**config.mk**
```make
export PLATFORM = sky130hd
export DESIGN_NAME = pipe_stage_reg
export DESIGN_NICKNAME = d
export VERILOG_FILES = /design/src/rtl/pipe_stage_reg.sv
export SDC_FILE = /design/constraint.sdc
export NUM_CORES = 1
export LEC_CHECK = 0
export CAP_MARGIN = 20
export CORE_MARGIN = 5
export CORE_UTILIZATION = 50
export DETAILED_ROUTE_END_ITERATION = 16
export PLACE_DENSITY = 0.87
export SETUP_SLACK_MARGIN = 0.5
export SYNTH_ARGS = -nofsm -noshare
export SYNTH_HDL_FRONTEND = slang
export SYNTH_SLANG_ARGS = --single-unit
export TNS_END_PERCENT = 20
```
**constraint.sdc**
```tcl
create_clock -name clk -period 3.55 [get_ports clk]
set_clock_uncertainty 0.15 [all_clocks]
set_input_delay 1.065 -clock clk [delete_from_list [all_inputs] [get_ports clk]]
set_output_delay 1.065 -clock clk [all_outputs]
set_load 0.03 [all_outputs]
```
**src/rtl/pipe_stage_reg.sv**
```systemverilog
// Pipeline-stage boundary register with a valid/ready handshake and a
// one-entry skid buffer, stage flush and synchronous preload.
// Optional stall counter enabled by defining PIPE_STAGE_STALL_CNT_EN.
module pipe_stage_reg #(
  parameter int unsigned           WIDTH       = 109,
  parameter logic [WIDTH-1:0]      RESET_VALUE = {WIDTH{1'b0}},
  parameter int unsigned           STALL_CNT_W = 16
) (
  input  logic                   clk,
  input  logic                   areset,
  input  logic                   flush,
  input  logic                   aload,
  input  logic [WIDTH-1:0]       adata,
  input  logic                   in_valid,
  output logic                   in_ready,
  input  logic [WIDTH-1:0]       in_data,
  output logic                   out_valid,
  input  logic                   out_ready,
  output logic [WIDTH-1:0]       out_data,
  output logic [STALL_CNT_W-1:0] stall_cnt
);

  typedef enum logic [1:0] {
    EMPTY = 2'd0,
    BUSY  = 2'd1,
    FULL  = 2'd2
  } state_t;

  state_t           state;
  state_t           state_nxt;
  logic [WIDTH-1:0] main_q;
  logic [WIDTH-1:0] main_nxt;
  logic [WIDTH-1:0] skid_q;
  logic [WIDTH-1:0] skid_nxt;
  logic             in_fire;
  logic             out_fire;

  // State, storage and registered handshake flags
  always_ff @(posedge clk) begin
    if (areset) begin
      state     <= EMPTY;
      main_q    <= RESET_VALUE;
      skid_q    <= RESET_VALUE;
      in_ready  <= 1'b1;
      out_valid <= 1'b0;
    end else begin
      state     <= state_nxt;
      main_q    <= main_nxt;
      skid_q    <= skid_nxt;
      in_ready  <= (state_nxt != FULL);
      out_valid <= (state_nxt != EMPTY);
    end
  end

  // Next state and storage: flush > aload > handshake
  always_comb begin
    state_nxt = state;
    main_nxt  = main_q;
    skid_nxt  = skid_q;
    in_fire   = in_valid & in_ready;
    out_fire  = out_valid & out_ready;
    if (flush) begin
      // Held contents stay in place; only validity is dropped.
      state_nxt = EMPTY;
    end else if (aload) begin
      state_nxt = BUSY;
      main_nxt  = adata;
      skid_nxt  = {WIDTH{1'b0}};
    end else begin
      unique case (state)
        EMPTY: begin
          if (in_fire) begin
            state_nxt = BUSY;
            main_nxt  = in_data;
          end
        end
        BUSY: begin
          if (in_fire && out_fire) begin
            main_nxt = in_data;
          end else if (in_fire) begin
            state_nxt = FULL;
            skid_nxt  = in_data;
          end else if (out_fire) begin
            state_nxt = EMPTY;
          end
        end
        FULL: begin
          if (out_fire) begin
            state_nxt = BUSY;
            main_nxt  = skid_q;
          end
        end
        default: state_nxt = EMPTY;
      endcase
    end
  end

  assign out_data = main_q;

`ifdef PIPE_STAGE_STALL_CNT_EN
  logic [STALL_CNT_W-1:0] stall_q;

  // Saturating count of cycles where output is offered but not taken
  always_ff @(posedge clk) begin
    if (areset) begin
      stall_q <= {STALL_CNT_W{1'b0}};
    end else if (out_valid && !out_ready && (stall_q != {STALL_CNT_W{1'b1}})) begin
      stall_q <= stall_q + STALL_CNT_W'(1);
    end
  end

  assign stall_cnt = stall_q;
`else
  assign stall_cnt = {STALL_CNT_W{1'b0}};
`endif

endmodule

```
==> summary.md <==
| Metric | Value |
|---|---|
| Fin crit share | between 80 and 90% |
| Initial DRT Pass Iterations | 6 |
| Cell count of the worst reg-to-reg path | 5 |
| CP Max Fanout | roughly 40 |
| Initial antenna violation count | 3 |
| Final worst slack | approximately 0.63 ns |
| Clk buf depth | 3 |
| Initial core utilization | slightly above 50% |
| HP Class | flop to flop |
| Port-buffer cells | about 330 |
| Mapped Area | ~0.010 mm2 |
| Worst slack, placed | just under 0.2 ns |
| CTS buffer count | 24 |
| Area of the die | 0.0239 mm2 |
| CTS tree | done |
| Pwr Density | between 400 and 500 mW/mm2 |
| Most frequent cell after synthesis | dfxtp_1 |
| Warnings from Yosys | 0 |
| Worst setup endpoint | out_data[73] |
| Slew Viols, Final | 0 |
| Setup crit start | in_valid |
| Max cap viols | 0 |
| Fmax | between 300 and 400 MHz |
| Via count | just under 10,000 |
| Largest net degree at the start of global routing | around 170 |
| DR DRC count | 0 |
| Final setup viols | 0 |
| GRT Total Usage | a little over a quarter |
| Area contributors post-synth | dfxtp_1 (43%), nor2b_1 (13%), nand4b_1 (9.1%), a22o_1 (9.1%), o41ai_1 (8.3%) |
| Final ANT Viol Nets | 0 |
| Vias in the first global route | approximately 9,700 |
| Post-DP HPWL | ~21,000 um |
| Post-synth EDFFs | 0 |
| Post-synth top flop | dfxtp_1 |
| Initial DRC count | slightly below 700 |
| Syn Area/Cell | slightly below 10 um2 |
| Peak supply drop | between 0.0003 and 0.0004 V |
| CTS sink count | 222 |
| Worst Setup Start Kind | input pin |
| Placed Area | between 0.01 and 0.015 mm2 |
| Flops & latches, synth | 222 |
| DIE WIDTH | 155 um |
| Slew headroom | 48.8% |
| Most area-hungry cell type in the Yosys netlist | dfxtp_1 |
| Worst-path clk slew | ~0.06 ns |
| Wire per inst | approximately 21 um |
| Yosys cell types | 33 |
| Status | finished, final reports clean |
| CTS Root Cell | clkbuf_16 |
| GR Overflow Total | 0 |
| CTS resizes | 0 |
| Crit Path Category | input pin to flop |
| Fin util | between 70% and 80% |
| Asr flop ratio synth | 0% |
| Final total power | 6.44 mW |
| R2R Path End | out_data[73] |
| Flop-to-flop setup slack | 1.31 ns |
| Via/cell ratio | approximately 6.1 |
| Final Hold Viols | 0 |
| Post-Route Setup TNS | 0 ns |
| Height of the chip | 155 um |
| Critical path required time | ~3.8 ns |
| Share of post-route cells with drive strength above 1 | 5.72% |
| Synth top area share | 42.5% |
| Leakage | slightly above 5 nW |
| CTS H-Tree Depth | 1 |
| Final instance area | ~0.015 mm2 |
| Worst R2R Start | state[1] |
| Crit end category | flop |
| First-pass GRT wire length | ~53,000 um |
| Sequential area share after synthesis | 42.5% |
| Ports | between 300 and 400 |
| RSZ-0062 raised after global routing | no |
| Final min period | approximately 2.9 ns |
| Post-CTS Setup Bufs | 0 |
| Area grow syn2layout | 39.5% |
| Site Rows | 52 |
| Core area | 0.0204 mm2 |
| Fin nets | roughly 1,500 |
| Placer congestion estimate | about 0.82 |
| Post-Synthesis Cells | around 1,100 |
| Worst Tran Pin Value | approximately 0.77 ns |
| Latest clock arrival within the worst-skew pair | around 0.50 ns |
| Hold buffers post-CTS | 0 |
| CP arrival | approximately 3.1 ns |
| Final wirelength | 33,300 um |
| Most frequent cells after synthesis | dfxtp_1 (222), nor2b_1 (220), a211oi_1 (109), nand4b_1 (109), a22o_1 (108) |
-- metal layers --
layer / track usage, % / part of all wire (%)
met1: 35.0 / 41
met3: 5.22 / 7.4
met5: 0 / 0
met4: 10.3 / 4.1
met2: 42.6 / 47
-- worst max-delay path, cell delays in order --
cell,delay [ns]
clkdlybuf4s50_1,0.54
nand3b_4,0.11
o31a_2,0.38
and2_4,0.29
buf_12,0.22
o41ai_1,0.49
-- how the worst min path moves through the flow --
stage	from	to	slack [ns]	cells past startpoint
3_3_place_gp	skid_q[44]	skid_q[44]	0.31	1
3_5_place_dp	skid_q[55]	skid_q[55]	0.31	1
4_1_cts	skid_q[91]	skid_q[91]	0.33	1
5_1_grt	skid_q[35]	skid_q[35]	0.34	1
2_1_floorplan	skid_q[0]	skid_q[0]	0.30	1
6_report	skid_q[54]	skid_q[54]	0.33	1
-- state kept, by name, indices dropped and copies added (netlist names) --
| register | flops |
|---|---|
| state | 2 |
| in_ready | 1 |
| skid_q | 109 |
| out_valid | 1 |
| out_data | 109 |
-- cell usage in the layout (no fill, tap or decap), types with 2 or more instances in the layout --
cell             count
a211oi_1           109
a21oi_1              3
a22o_1             108
buf_12              10
buf_4                6
buf_6                2
clkbuf_1             6
clkbuf_16           25
clkbuf_8             6
clkdlybuf4s50_1    332
clkinv_2             3
clkinvlp_4           2
conb_1              16
dfxtp_1            222
diode_2              3
inv_1                2
nand3_1              3
nand4b_1           109
nor2b_1            218
nor2b_4              2
nor3_1               2
o41ai_1             99
o41ai_2             10
-- kinds of logic (layout without fill, tap and decap cells) --
family	after synthesis	count (layout)	synth area share [%]
and+or+nand+nor	343	343	23.2
AOI/OAI and AO/OA	336	336	27.5
DFF	222	222	42.5
buffers and inverters	151	395	6.71
other	1	19	0.0359
-- power breakdown --
part           switching, mW  internal [mW]  leakage [nW]  total (mW)
Clock                   1.00           1.49         0.384        2.49
Sequential            0.0701           2.61          1.81        2.68
Combinational          0.663          0.601          2.95        1.26
-- through the flow --
step | hold slack [ns] | std cells
final | 0.331 | 1585
after global routing | 0.343 | 1585
after CTS | 0.333 | 1582
after detailed placement | 0.314 | 1539
after global placement | 0.311 | 1539
after floorplan | 0.300 | 1068
-- area by class of cell --
cell class	instances	area [um2]
fillers	1527	5860
clock buffers	37	731
repair buffers	350	3590
clock inverters	6	60.1
flip-flops and latches	222	4440
diodes	3	7.51
inverters	2	7.51
multi-input cells	695	5390
well taps	270	338
(Power assumes the default switching activity.)
